## src/rtl/brief_pkg.sv

```systemverilog
// Shared types and defaults for the BRIEF line controller: FSM state encoding,
// counter width and default frame/patch geometry.
package brief_pkg;

  localparam int CNT_W      = 11;
  localparam int DEF_LINE_W = 1080;
  localparam int DEF_LINES  = 720;
  localparam int DEF_WIN    = 31;

  typedef enum logic [1:0] {
    ST_IDLE  = 2'd0,
    ST_FILL  = 2'd1,
    ST_RUN   = 2'd2,
    ST_FLUSH = 2'd3
  } state_e;

  // Padding needed to push the bottom half-window of the last line through.
  function automatic int flush_len(input int win, input int line_w);
    return ((win - 1) / 2) * line_w;
  endfunction

endpackage

```

## src/rtl/brief_line_ctrl_if.sv

```systemverilog
// Pixel-stream control bundle between the frame source (master) and the
// line controller (slave).
interface brief_line_ctrl_if;
  import brief_pkg::*;

  logic             i_sof;
  logic             i_valid;
  logic             o_shift_en;
  logic             o_flush;
  logic [CNT_W-1:0] o_col;
  logic [CNT_W-1:0] o_row;
  logic             o_win_valid;
  logic             o_eol;
  logic             o_eof;
  logic             o_busy;
  logic             o_err;

  modport master (
    output i_sof, i_valid,
    input  o_shift_en, o_flush, o_col, o_row, o_win_valid,
           o_eol, o_eof, o_busy, o_err
  );

  modport slave (
    input  i_sof, i_valid,
    output o_shift_en, o_flush, o_col, o_row, o_win_valid,
           o_eol, o_eof, o_busy, o_err
  );

endinterface

```

## src/rtl/brief_pos_cnt.sv

```systemverilog
// Column/row position counter pair: advances on accepted pixels, wraps at the
// line and frame boundaries and emits a registered end-of-line pulse.
module brief_pos_cnt
  import brief_pkg::*;
#(
  parameter int P_LINE_W = DEF_LINE_W,
  parameter int P_LINES  = DEF_LINES
) (
  input  logic             i_clk,
  input  logic             i_rst,
  input  logic             i_clr,
  input  logic             i_adv,
  output logic [CNT_W-1:0] o_col,
  output logic [CNT_W-1:0] o_row,
  output logic             o_line_end,
  output logic             o_frame_end,
  output logic             o_eol
);

  localparam logic [CNT_W-1:0] COL_LAST = CNT_W'(P_LINE_W - 1);
  localparam logic [CNT_W-1:0] ROW_LAST = CNT_W'(P_LINES - 1);

  logic [CNT_W-1:0] col_q, col_d;
  logic [CNT_W-1:0] row_q, row_d;
  logic             eol_q;
  logic             line_end, frame_end;

  assign line_end  = i_adv && (col_q == COL_LAST);
  assign frame_end = line_end && (row_q == ROW_LAST);

  always_comb begin
    // NOTE: defaults first so every path assigns the next state and no latch is inferred.
    col_d = col_q;
    row_d = row_q;
    if (i_clr) begin
      col_d = '0;
      row_d = '0;
    end else if (line_end) begin
      col_d = '0;
      row_d = frame_end ? '0 : row_q + 1'b1;
    end else if (i_adv) begin
      col_d = col_q + 1'b1;
    end
  end

  always_ff @(posedge i_clk or posedge i_rst) begin
    // NOTE: non-blocking assignments keep every register sampling pre-edge values.
    if (i_rst) begin
      col_q <= '0;
      row_q <= '0;
      eol_q <= 1'b0;
    end else begin
      col_q <= col_d;
      row_q <= row_d;
      eol_q <= line_end && !i_clr;
    end
  end

  assign o_col       = col_q;
  assign o_row       = row_q;
  assign o_line_end  = line_end;
  assign o_frame_end = frame_end;
  assign o_eol       = eol_q;

endmodule

```

## src/rtl/brief_line_ctrl.sv

```systemverilog
// Line controller feeding a P_WIN-tall shift-line chain for BRIEF patches.
// Macro BRIEF_LINE_CTRL_FLUSH_EN adds the end-of-frame zero-padding FLUSH state.
module brief_line_ctrl
  import brief_pkg::*;
#(
  parameter int P_LINE_W = DEF_LINE_W,
  parameter int P_LINES  = DEF_LINES,
  parameter int P_WIN    = DEF_WIN
) (
  input logic               i_clk,
  input logic               i_rst,
  brief_line_ctrl_if.slave  bus
);

  localparam logic [CNT_W-1:0] WIN_LAST   = CNT_W'(P_WIN - 1);
  localparam logic [CNT_W-1:0] ROW_TO_RUN = CNT_W'(P_WIN - 2);

  state_e           state_q;
  logic             win_q, eof_q, err_q;
  logic             in_line, accept;
  logic [CNT_W-1:0] col, row;
  logic             line_end, frame_end, eol;

  assign in_line = (state_q == ST_FILL) || (state_q == ST_RUN);
  // A start-of-frame restarts the counters, so the pixel beside it is not counted.
  assign accept  = in_line && bus.i_valid && !bus.i_sof;

  brief_pos_cnt #(
    .P_LINE_W (P_LINE_W),
    .P_LINES  (P_LINES)
  ) u_pos_cnt (
    .i_clk       (i_clk),
    .i_rst       (i_rst),
    .i_clr       (bus.i_sof),
    .i_adv       (accept),
    .o_col       (col),
    .o_row       (row),
    .o_line_end  (line_end),
    .o_frame_end (frame_end),
    .o_eol       (eol)
  );

`ifdef BRIEF_LINE_CTRL_FLUSH_EN
  localparam int               FLUSH_LEN  = flush_len(P_WIN, P_LINE_W);
  localparam int               FLUSH_W    = $clog2(FLUSH_LEN + 1);
  localparam logic [FLUSH_W-1:0] FLUSH_LAST = FLUSH_W'(FLUSH_LEN - 1);

  logic [FLUSH_W-1:0] fcnt_q;

  assign bus.o_flush = (state_q == ST_FLUSH);
`else
  assign bus.o_flush = 1'b0;
`endif

  always_ff @(posedge i_clk or posedge i_rst) begin
    if (i_rst) begin
      state_q <= ST_IDLE;
      win_q   <= 1'b0;
      eof_q   <= 1'b0;
      err_q   <= 1'b0;
`ifdef BRIEF_LINE_CTRL_FLUSH_EN
      fcnt_q  <= '0;
`endif
    end else begin
      eof_q <= 1'b0;
      win_q <= accept && (row >= WIN_LAST) && (col >= WIN_LAST);
      case (state_q)
        ST_IDLE: begin
          if (bus.i_sof) state_q <= ST_FILL;
        end
        ST_FILL, ST_RUN: begin
          if (bus.i_sof) begin
            err_q   <= 1'b1;
            state_q <= ST_FILL;
          end else if (frame_end) begin
`ifdef BRIEF_LINE_CTRL_FLUSH_EN
            state_q <= ST_FLUSH;
            fcnt_q  <= '0;
`else
            state_q <= ST_IDLE;
            eof_q   <= 1'b1;
`endif
          end else if (state_q == ST_FILL && line_end && row == ROW_TO_RUN) begin
            state_q <= ST_RUN;
          end
        end
`ifdef BRIEF_LINE_CTRL_FLUSH_EN
        ST_FLUSH: begin
          if (bus.i_sof) begin
            err_q   <= 1'b1;
            state_q <= ST_FILL;
          end else if (fcnt_q == FLUSH_LAST) begin
            state_q <= ST_IDLE;
            eof_q   <= 1'b1;
          end else begin
            fcnt_q <= fcnt_q + 1'b1;
          end
        end
`endif
        default: state_q <= ST_IDLE;
      endcase
    end
  end

  assign bus.o_shift_en  = (in_line && bus.i_valid) || bus.o_flush;
  assign bus.o_col       = col;
  assign bus.o_row       = row;
  assign bus.o_win_valid = win_q;
  assign bus.o_eol       = eol;
  assign bus.o_eof       = eof_q;
  assign bus.o_busy      = (state_q != ST_IDLE);
  assign bus.o_err       = err_q;

endmodule

```

## src/flat_wrapper.sv

```systemverilog
// flat-port wrapper written by rule: the top's interface ports become plain ports
module brief_line_ctrl_flat import brief_pkg::*;
#(
  parameter int P_LINE_W = DEF_LINE_W,
  parameter int P_LINES  = DEF_LINES,
  parameter int P_WIN    = DEF_WIN
)
  (i_clk, i_rst, bus_i_sof, bus_i_valid, bus_o_shift_en, bus_o_flush, bus_o_col, bus_o_row, bus_o_win_valid, bus_o_eol, bus_o_eof, bus_o_busy, bus_o_err);
  brief_line_ctrl_if bus_i ();
  input logic i_clk;
  input logic i_rst;
  input wire logic [$bits(bus_i.i_sof)-1:0] bus_i_sof;
  input wire logic [$bits(bus_i.i_valid)-1:0] bus_i_valid;
  output wire logic [$bits(bus_i.o_shift_en)-1:0] bus_o_shift_en;
  output wire logic [$bits(bus_i.o_flush)-1:0] bus_o_flush;
  output wire logic [$bits(bus_i.o_col)-1:0] bus_o_col;
  output wire logic [$bits(bus_i.o_row)-1:0] bus_o_row;
  output wire logic [$bits(bus_i.o_win_valid)-1:0] bus_o_win_valid;
  output wire logic [$bits(bus_i.o_eol)-1:0] bus_o_eol;
  output wire logic [$bits(bus_i.o_eof)-1:0] bus_o_eof;
  output wire logic [$bits(bus_i.o_busy)-1:0] bus_o_busy;
  output wire logic [$bits(bus_i.o_err)-1:0] bus_o_err;
  assign bus_i.i_sof = bus_i_sof;
  assign bus_i.i_valid = bus_i_valid;
  assign bus_o_shift_en = bus_i.o_shift_en;
  assign bus_o_flush = bus_i.o_flush;
  assign bus_o_col = bus_i.o_col;
  assign bus_o_row = bus_i.o_row;
  assign bus_o_win_valid = bus_i.o_win_valid;
  assign bus_o_eol = bus_i.o_eol;
  assign bus_o_eof = bus_i.o_eof;
  assign bus_o_busy = bus_i.o_busy;
  assign bus_o_err = bus_i.o_err;
  brief_line_ctrl #(.P_LINE_W(P_LINE_W), .P_LINES(P_LINES), .P_WIN(P_WIN)) u_core (.i_clk(i_clk), .i_rst(i_rst), .bus(bus_i));
endmodule
```

## config.mk

```make
export PLATFORM = sky130hd
export DESIGN_NAME = brief_line_ctrl_flat
export DESIGN_NICKNAME = d
export VERILOG_FILES = /design/src/rtl/brief_pkg.sv /design/src/rtl/brief_line_ctrl_if.sv /design/src/rtl/brief_pos_cnt.sv /design/src/rtl/brief_line_ctrl.sv /design/src/flat_wrapper.sv
export SDC_FILE = /design/constraint.sdc
export NUM_CORES = 1
export LEC_CHECK = 0
export BUFFER_PORTS_ARGS = -buffer_cell sky130_fd_sc_hd__buf_2
export CORE_MARGIN = 5
export CORE_UTILIZATION = 55
export DETAILED_ROUTE_END_ITERATION = 10
export GPL_TIMING_DRIVEN = 1
export PLACE_DENSITY_LB_ADDON = 0.12
export SYNTH_ARGS = -nofsm -noshare
export SYNTH_HDL_FRONTEND = slang
export SYNTH_HIERARCHICAL = 1
export SYNTH_SLANG_ARGS = --single-unit
```

## constraint.sdc

```tcl
create_clock -name i_clk -period 7.26 [get_ports i_clk]
set_clock_uncertainty 0.2 [all_clocks]
set_input_delay 0.363 -clock i_clk [delete_from_list [all_inputs] [get_ports i_clk]]
set_output_delay 0.363 -clock i_clk [all_outputs]
set_load 0.02 [all_outputs]
```

==> impl_metrics.tcl, run 1 <==
set metrics [dict create \
    status "finished clean" \
    placed_cell_area_sq_um 1770 \
    synth_area_sq_um 1620 \
    crit_family "simple AND/OR/NAND/NOR gates" \
    cap_viol_max_count 0 \
    wl_per_cell_um 15.6 \
    synth_common_cells "dfrtp_1, nor2_1, inv_1" \
    p_total_uw 359 \
    ios 33 \
    post_cts_resize_count 0 \
    syn_nets 184 \
    grt_overflow 0 \
    fmax_ghz 0.309 \
    final_area_sq_um 1840 \
    numCtsBuffers 3 \
    io_buffers 31 \
    path_cells "inv_1 > ha_1 > and3b_1 > and4_1 > nand3_2 > inv_1 > nand4b_1 > nor3_1 > a211o_2 > mux2_4" \
    crit_fanout 14 \
    clk_transition_reported_paths_ns 0.15 \
    synthTopCellsByArea "dfrtp_1, nor2_1, ha_1" \
    die-area_sq_um 4130 \
    grt_pass1_wl_mm 6.24 \
    path_class "register to register" \
    cts_root_buffer "clkbuf_4" \
    vias 1395 \
    cp_data_arrival_time_ns 3.26 \
    syn_area_per_cell_sq_um 9.27 \
    slowest_stage "dfrtp_1" \
    final_hold_viol_count 0 \
    grt.total_usage_pct 18.8 \
    ys_ff_latch 28 \
    gp_congestion 0.826 \
    first_pass_iters 4 \
    syn_to_final_growth_pct 13.3 \
    period_needed_ns 3.24 \
    cp.required_ns 7.28 \
    synthCells 175 \
    post-place-ws_ns 4.09 \
    postCtsSetupBuffers 0 \
    fin_tns_setup_ns 0 \
    fin_util_pct 66.0 \
    drive_above_1_share_pct 21.2 \
    powerDensity_nw_per_um2 195 \
    whs_ns 0.256 \
    drv_slew 0 \
    rrSetupSlack_ns 4.02 \
    ys_warn_count 6 \
    end_kind "register" \
    clk_latency_ns 0.32 \
    antenna_found_initial 0 \
    finalSetupViolCount 0 \
    fill_cells 243 \
    cts_buffer_depth 2 \
    drt-total-wl_mm 3.65 \
    crit_buf_inv 2 \
    cpMostUsedCell "inv_1" \
    drc 0 \
    rsz0062_at_grt "false" \
    synth_most_common_cell "dfrtp_1" \
    synth_edf_count 0 \
    die_w_um 64.3 \
    start_kind "register" \
    drt_iter0_markers 106 \
    num-nets-final 213 \
    ir_drop_mv 0.166 \
    via_per_inst 5.96 \
    setup_slack_ns 4.02 \
    synth_top_area_share_pct 43.2 \
    antenna_cells 0 \
    grt_pass1_vias 1330 \
    h-tree-depth 1 \
    cts.sinks 28 \
    post-route-period-util_pct 44.6 \
    placementRows 19 \
    worstMarginPinSlew_ns 0.841 \
    max_slew_margin_pct 43.8 \
    seq_area_frac_synth_pct 43.2 \
    slowest_delay_ns 0.43 \
    grt_start_max_net_pins 29 \
    hold_buffers 1 \
    placed_cells 229 \
    ant_nets 0 \
    synth_async_sr_flop_share_pct 100 \
    ys.flop_type "dfrtp_1" \
    netlist-cell-type-count 45 \
    min_path_type "input pin to async pin" \
    tritoncts "built" \
    dpl.hpwl_mm 2.59 \
    core_sq_um 2780 \
    die_y_um 64.3 \
    initial_core_util_pct 58.3 \
    stdcell_count 234 \
    yosys.area.top_type "dfrtp_1" \
    leakagePower_nw 0.870 \
]
worst reg2reg max path: stages (launching register included):
cell and delay (ns):
dfrtp_1 0.43, inv_1 0.06, ha_1 0.37, and3b_1 0.38, and4_1 0.27, nand3_2 0.25, inv_1 0.36, nand4b_1 0.14
nor3_1 0.19, a211o_2 0.19, mux2_4 0.30
logic make-up (layout without fill, tap and decap cells):
kind of cell / count (synthesis) / in the layout / synth area share [%]
AOI/OAI and AO/OA: 27 / 27 / 11.3
xor gates and xnor gates: 10 / 10 / 5.40
adders and majority gates: 5 / 5 / 3.86
buffers and inverters: 22 / 50 / 5.79
DFF: 28 / 28 / 43.2
muxes: 2 / 2 / 1.54
other: 1 / 1 / 0.231
and+or+nand+nor: 80 / 80 / 28.7
placed cells by master (no fill, tap or decap), types with 3 or more instances in the layout:
cell / netlist / layout
nand2b_1: 3 / 3
inv_1: 14 / 14
nor2_1: 18 / 18
clkbuf_4: 0 / 3
ha_1: 5 / 5
nand4_1: 6 / 6
xor2_1: 6 / 6
nand3_1: 12 / 12
o32ai_1: 4 / 4
a21oi_1: 11 / 11
buf_2: 0 / 31
and4_1: 5 / 5
xnor2_1: 4 / 4
dfrtp_1: 28 / 28
nand2_1: 10 / 10
and3_1: 4 / 4
area by class of cell:
cell class	instances	area (sq um)	area share, %
multi-input combinational	125	827	45.0
sequential	28	701	38.1
timing repair buffer	32	165	8.99
inverter	14	52.6	2.86
tap	31	38.8	2.11
clock inverter	1	30.0	1.63
clock buffer	3	22.5	1.23
final timing paths:
check	start	to	depth (start not counted)
setup / recovery	u_core/state_q[0]	u_core/state_q[0]	10
hold / removal	i_rst	u_core/state_q[1]	3
setup reg to reg	u_core/state_q[0]	u_core/state_q[0]	10
hold reg to reg	u_core/bus.o_err	u_core/bus.o_err	1
max in group asynchronous	i_rst	u_core/u_pos_cnt/o_col[3]	3
min in group i_clk	bus_i_sof	u_core/u_pos_cnt/o_row[2]	2
sequential cells by signal, indices dropped and copies added (netlist names):
name and flops:
u_core/u_pos_cnt/o_col 11, u_core/state_q 2, u_core/u_pos_cnt/o_row 11, u_core/bus.o_win_valid 1, u_core/u_pos_cnt/o_eol 1, u_core/bus.o_eof 1
u_core/bus.o_err 1
power breakdown:
| part | leakage (nW) | internal (mW) | total [mW] | switching, mW |
|---|---|---|---|---|
| combinational | 0.459 | 0.0392 | 0.0891 | 0.0499 |
| clock | 0.0279 | 0.0558 | 0.100 | 0.0446 |
| sequential | 0.383 | 0.163 | 0.169 | 0.00661 |
| total | 0.870 | 0.258 | 0.359 | 0.101 |
per-layer routing:
metal	share of wire [%]	global-route usage, %	vias to the layer above
li1	-	-	680
met1	48	27.0	672
met2	46	28.2	39
met3	5.6	4.03	4
met4	0.68	5.85	0
met5	0	0	-
Note: power is estimated with default switching activity, not from simulation.
==> run 2: changes to the inputs <==
--- a/config.mk
+++ b/config.mk
@@ -7,7 +7,7 @@
 export LEC_CHECK = 0
 export BUFFER_PORTS_ARGS = -buffer_cell sky130_fd_sc_hd__buf_2
 export CORE_MARGIN = 5
-export CORE_UTILIZATION = 55
+export CORE_UTILIZATION = 49
 export DETAILED_ROUTE_END_ITERATION = 10
 export GPL_TIMING_DRIVEN = 1
 export PLACE_DENSITY_LB_ADDON = 0.12
==> constraint.sdc (replaced) <==
create_clock -name i_clk -period 2.8 [get_ports i_clk]
set_clock_uncertainty 0.2 [all_clocks]
set_input_delay 0.14 -clock i_clk [delete_from_list [all_inputs] [get_ports i_clk]]
set_output_delay 0.14 -clock i_clk [all_outputs]
set_load 0.02 [all_outputs]
==> impl_metrics.tcl, run 2 (same netlist as run 1, synthesis figures left out) <==
set metrics [dict create \
    syn_to_final_growth_pct 14.7 \
    numCtsBuffers 3 \
    final_hold_viol_count 0 \
    drive_above_1_share_pct 22.7 \
    fin_tns_setup_ns 0 \
    r2r-start "u_core/state_q[0]" \
    die-area_sq_um 4560 \
    first_pass_iters 4 \
    max_slew_margin_pct 35.6 \
    status "finished clean" \
    antenna_cells 0 \
    clk_latency_ns 0.32 \
    ir_drop_mv 0.284 \
    tritoncts "built" \
    leakagePower_nw 0.880 \
    min_path_type "input pin to async pin" \
    r2r_cells 10 \
    p_total_uw 841 \
    stdcell_count 251 \
    whs_ns 0.0537 \
    grt_overflow 0 \
    dpl.hpwl_mm 2.67 \
    drv_slew 0 \
    cp_data_arrival_time_ns 2.57 \
    cts_root_buffer "clkbuf_4" \
    powerDensity_nw_per_um2 452 \
    io_buffers 31 \
    drc 0 \
    rsz0062_at_grt "false" \
    worstMarginPinSlew_ns 0.966 \
    die_w_um 67.5 \
    h-tree-depth 1 \
    final_common_cell "buf_2" \
    start_kind "register" \
    initial_core_util_pct 52.3 \
    rrSetupSlack_ns 0.24 \
    grt_pass1_wl_mm 6.13 \
    drt_iter0_markers 138 \
    core_sq_um 3100 \
    path_class "register to register" \
    antenna_found_initial 0 \
    clk_transition_reported_paths_ns 0.13 \
    via_per_inst 5.69 \
    grt_busiest_layer "met2" \
    layout_common_cells "buf_2, dfrtp_1, nor2_1" \
    placed_cells 247 \
    grt_use_met3_pct 2.00 \
    worstReg2RegEnd "u_core/state_q[0]" \
    cts_buffer_depth 2 \
    post-route-period-util_pct 91.3 \
    met1_usage_pct 22.0 \
    crit_fanout 7 \
    gp_congestion 0.859 \
    worstSetupEndpoint "u_core/state_q[0]" \
    grt.total_usage_pct 17.3 \
    end_kind "register" \
    fmax_ghz 0.391 \
    die_y_um 67.5 \
    period_needed_ns 2.56 \
    cts.sinks 28 \
    placementRows 20 \
    ant_nets 0 \
    finalSetupViolCount 0 \
    cp.required_ns 2.82 \
    grt_pass1_vias 1371 \
    vias 1428 \
    multi_input_area_sq_um 827 \
    fill_cells 306 \
    wl_per_cell_um 14.9 \
    startpoint "u_core/state_q[0]" \
    cap_viol_max_count 0 \
    use_met2_pct 30.9 \
    drt-total-wl_mm 3.75 \
    ios 33 \
    grt_start_max_net_pins 28 \
    num-nets-final 218 \
    seqCellArea_sq_um 701 \
]
==> run 2: final cells by class <==
cell class,count,area share [%]
Multi-Input combinational cell,125,44.5
Sequential cell,28,37.7
Timing Repair Buffer,37,10.9
Tap cell,44,2.96
Inverter,14,2.82
Clock buffer,3,1.21
==> run 2: worst min path at each step <==
stage,slack (ns),from,cells past startpoint,to
after floorplan,-0.28,i_rst,1,u_core/bus.o_eof
after global placement,-0.15,i_rst,2,u_core/state_q[0]
after detailed placement,-0.14,i_rst,2,u_core/state_q[1]
after CTS,0.04,i_rst,3,u_core/state_q[0]
after global routing,0.06,i_rst,3,u_core/state_q[0]
final,0.05,i_rst,3,u_core/state_q[0]
==> run 2: worst max-delay path, stage by stage (launching register included) <==
cell      delay (ns)
dfrtp_1         0.42
inv_1           0.06
ha_1            0.38
and3b_1         0.21
and4_1          0.24
nand3_2         0.10
inv_1           0.08
nand4b_1        0.10
nor3_1          0.20
a211o_2         0.18
mux2_4          0.29
==> run 2: per-stage QoR <==
step / cell area [sq um] / setup slack, ns / util, %
after floorplan: 1620 / 0.0809 / -
after global placement: 1830 / 0.352 / 58.9
after detailed placement: 1830 / 0.289 / 58.9
after CTS: 1860 / 0.264 / 60.0
after global routing: 1860 / 0.0756 / 60.0
final: 1860 / 0.242 / 60.0
==> run 2: timing repair <==
item,CTS,global route
hold buffers,1,0
setup buffers,0,0
resized for setup,0,0
endpoints found under the hold margin,28,0
==> run 2: power by group <==
group	leakage (nW)	switching (mW)	total [mW]	internal, mW
sequential	0.383	0.0156	0.437	0.422
combinational	0.483	0.133	0.239	0.107
clock	0.0138	0.114	0.164	0.0504
==> run 2: layer usage <==
| metal | wire [um] | part of all wire (%) |
|---|---|---|
| met1 | 1760 | 47 |
| met2 | 1870 | 50 |
| met3 | 106 | 2.8 |
| met4 | 15 | 0.40 |
| met5 | 0 | 0 |
==> run 3: changes to the inputs <==
--- a/config.mk
+++ b/config.mk
@@ -5,13 +5,13 @@
 export SDC_FILE = /design/constraint.sdc
 export NUM_CORES = 1
 export LEC_CHECK = 0
+export ABC_AREA = 1
 export BUFFER_PORTS_ARGS = -buffer_cell sky130_fd_sc_hd__buf_2
 export CORE_MARGIN = 5
-export CORE_UTILIZATION = 49
+export CORE_UTILIZATION = 50
 export DETAILED_ROUTE_END_ITERATION = 10
 export GPL_TIMING_DRIVEN = 1
 export PLACE_DENSITY_LB_ADDON = 0.12
 export SYNTH_ARGS = -nofsm -noshare
 export SYNTH_HDL_FRONTEND = slang
-export SYNTH_HIERARCHICAL = 1
 export SYNTH_SLANG_ARGS = --single-unit
==> impl_metrics.tcl, run 3 <==
set metrics [dict create \
    status "finished clean" \
    startpoint "u_core.state_q[0]" \
    cp.depth 11 \
    ys_warn_count 0 \
    intPower_uw 527 \
    initial_core_util_pct 52.6 \
    num-nets-final 277 \
    grt.total_usage_pct 17.6 \
    ys.flop_type "dfrtp_1" \
    cts_root_buffer "clkbuf_4" \
    ant_nets 0 \
    io_buffers 31 \
    start_kind "register" \
    synth_common_cells "inv_1, nand2_1, nor2_1" \
    p_total_uw 782 \
    seq_area_frac_synth_pct 39.3 \
    synthCells 228 \
    r2r_cells 11 \
    ir_drop_mv 0.192 \
    slowest_delay_ns 0.42 \
    crit_buf_inv 1 \
    worstSetupEndpoint "u_core.state_q[1]" \
    synthTopCellsByArea "dfrtp_1, inv_1, nand2_1" \
    period_needed_ns 2.11 \
    syn_nets 240 \
    r2r-start "u_core.state_q[0]" \
    powerDensity_nw_per_um2 384 \
    die_w_um 69.7 \
    grt_start_max_net_pins 29 \
    synth_simple_gate_area_share_pct 34.8 \
    slowest_stage "dfrtp_1" \
    swShare_pct 32.6 \
    layout_common_cells "inv_1, nand2_1, buf_2" \
    gp_congestion 0.836 \
    pwr-share-clk_pct 21.9 \
    synth_mux_area_share_pct 0 \
    final_common_cell "inv_1" \
    cpMostUsedCell "nand2_1" \
    path_class "register to register" \
    seqCellArea_sq_um 701 \
    combPwrFrac_pct 22.9 \
    p_sw_uw 255 \
    cp.required_ns 2.83 \
    via_per_inst 5.23 \
    placementRows 21 \
    syn_area_per_cell_sq_um 7.82 \
    crit_fanout 8 \
    crit_family "simple AND/OR/NAND/NOR gates" \
    drive_above_1_share_pct 19.0 \
    drv_slew 0 \
    path_cells "inv_1 > ha_1 > nand2_2 > nor2_4 > nand3_4 > nor2_8 > nand2_1 > nand4_1 > nand2_1 > nand2_1 > nand2_1" \
    synth_top_area_share_pct 39.3 \
    grt_pass1_vias 1641 \
    wl_per_cell_um 12.9 \
    cts_buffer_depth 2 \
    ios 33 \
    cap_viol_max_count 0 \
    p_seq_share_pct 55.2 \
    synthAdderAreaFrac_pct 5.61 \
    vias 1615 \
    syn_to_final_growth_pct 14.0 \
    post-route-period-util_pct 75.4 \
    netlist-cell-type-count 32 \
    synth_compound_area_share_pct 8.42 \
    final_hold_viol_count 0 \
    cts.sinks 28 \
    synth_area_sq_um 1780 \
    synth_top_family_by_area "simple AND/OR/NAND/NOR gates" \
    tritoncts "built" \
    ys_ff_latch 28 \
    worstReg2RegEnd "u_core.state_q[1]" \
    die-area_sq_um 4860 \
    synth-xor-area-share_pct 1.47 \
    numCtsBuffers 3 \
    antenna_cells 0 \
    drt-total-wl_mm 4.00 \
    synth_async_sr_flop_share_pct 100 \
    first_pass_iters 4 \
    multi_input_area_sq_um 901 \
    rrSetupSlack_ns 0.69 \
    synth_edf_count 0 \
    fmax_ghz 0.474 \
    clk_latency_ns 0.33 \
    drt_iter0_markers 95 \
    postCtsSetupBuffers 0 \
    leakagePower_nw 1.07 \
    clk_transition_reported_paths_ns 0.16 \
    drc 0 \
    antenna_found_initial 0 \
    grt_pass1_wl_mm 7.20 \
    yosys.area.top_type "dfrtp_1" \
    synth_most_common_cell "inv_1" \
    rsz0062_at_grt "false" \
    fin_tns_setup_ns 0 \
    cp_data_arrival_time_ns 2.15 \
    finalSetupViolCount 0 \
    dpl.hpwl_mm 3.13 \
    min_path_type "input pin to async pin" \
    grt_overflow 0 \
    die_y_um 69.7 \
    core_sq_um 3390 \
    fill_cells 317 \
    end_kind "register" \
    h-tree-depth 1 \
]
run 3: worst min-delay path by stage:
stage	from	end	slack, ns	cells after the start
after floorplan	i_rst	u_core.bus.o_eof	0.005	1
after global placement	i_rst	u_core.u_pos_cnt.o_col[0]	0.03	3
after detailed placement	i_rst	u_core.u_pos_cnt.o_col[0]	0.03	3
after CTS	i_rst	u_core.u_pos_cnt.o_col[3]	0.20	4
after global routing	i_rst	u_core.u_pos_cnt.o_col[3]	0.24	4
final	i_rst	u_core.u_pos_cnt.o_col[3]	0.18	4
run 3: timing repair:
action	4_1_cts	5_1_grt
hold buffers	3	0
resized for setup	0	0
endpoints found under the hold margin	31	0
run 3: metal layers:
layer  wire, um  global-route usage (%)
met1       1790                    22.6
met2       1940                    30.0
met3        239                    3.62
met4         34                    4.68
met5          0                       0
run 3: worst register-to-register path, cell delays in order, from the launching register on:
cell	delay (ns)
dfrtp_1	0.42
inv_1	0.06
ha_1	0.34
nand2_2	0.12
nor2_4	0.17
nand3_4	0.11
nor2_8	0.20
nand2_1	0.11
nand4_1	0.09
nand2_1	0.09
nand2_1	0.07
nand2_1	0.05
run 3: power groups by stage:
| stage | combinational [mW] | clock (mW) | sequential (mW) |
|---|---|---|---|
| final | 0.179 | 0.171 | 0.432 |
| after global routing | 0.203 | 0.191 | 0.435 |
| after CTS | 0.181 | 0.176 | 0.432 |
| after detailed placement | 0.177 | 0 | 0.440 |
| after global placement | 0.175 | 0 | 0.439 |
| after floorplan | 0.127 | 0 | 0.443 |
run 3: cells by family after synthesis:
logic type | count (synthesis)
other | 1
buffers and inverters | 44
adders and majority gates | 8
DFF | 28
and+or+nand+nor | 117
xor gates and xnor gates | 3
AOI/OAI and AO/OA | 27
run 3: stage by stage:
stage / util, % / area [sq um] / cells / setup slack (ns) / hold slack, ns
floorplan: - / 1780 / 228 / 0.880 / 0.00541
global placement: 58.4 / 1980 / 303 / 0.743 / 0.0251
detailed placement: 58.4 / 1980 / 303 / 0.690 / 0.0273
CTS: 60.0 / 2030 / 309 / 0.669 / 0.200
global route: 60.0 / 2030 / 309 / 0.508 / 0.240
finish: 60.0 / 2030 / 309 / 0.688 / 0.185
run 3: final cells by class:
type	count	area share, %
clock buffer	3	1.11
multi-input combinational	156	44.3
tap	46	2.83
timing repair buffer	35	9.48
inverter	41	7.82
sequential	28	34.5
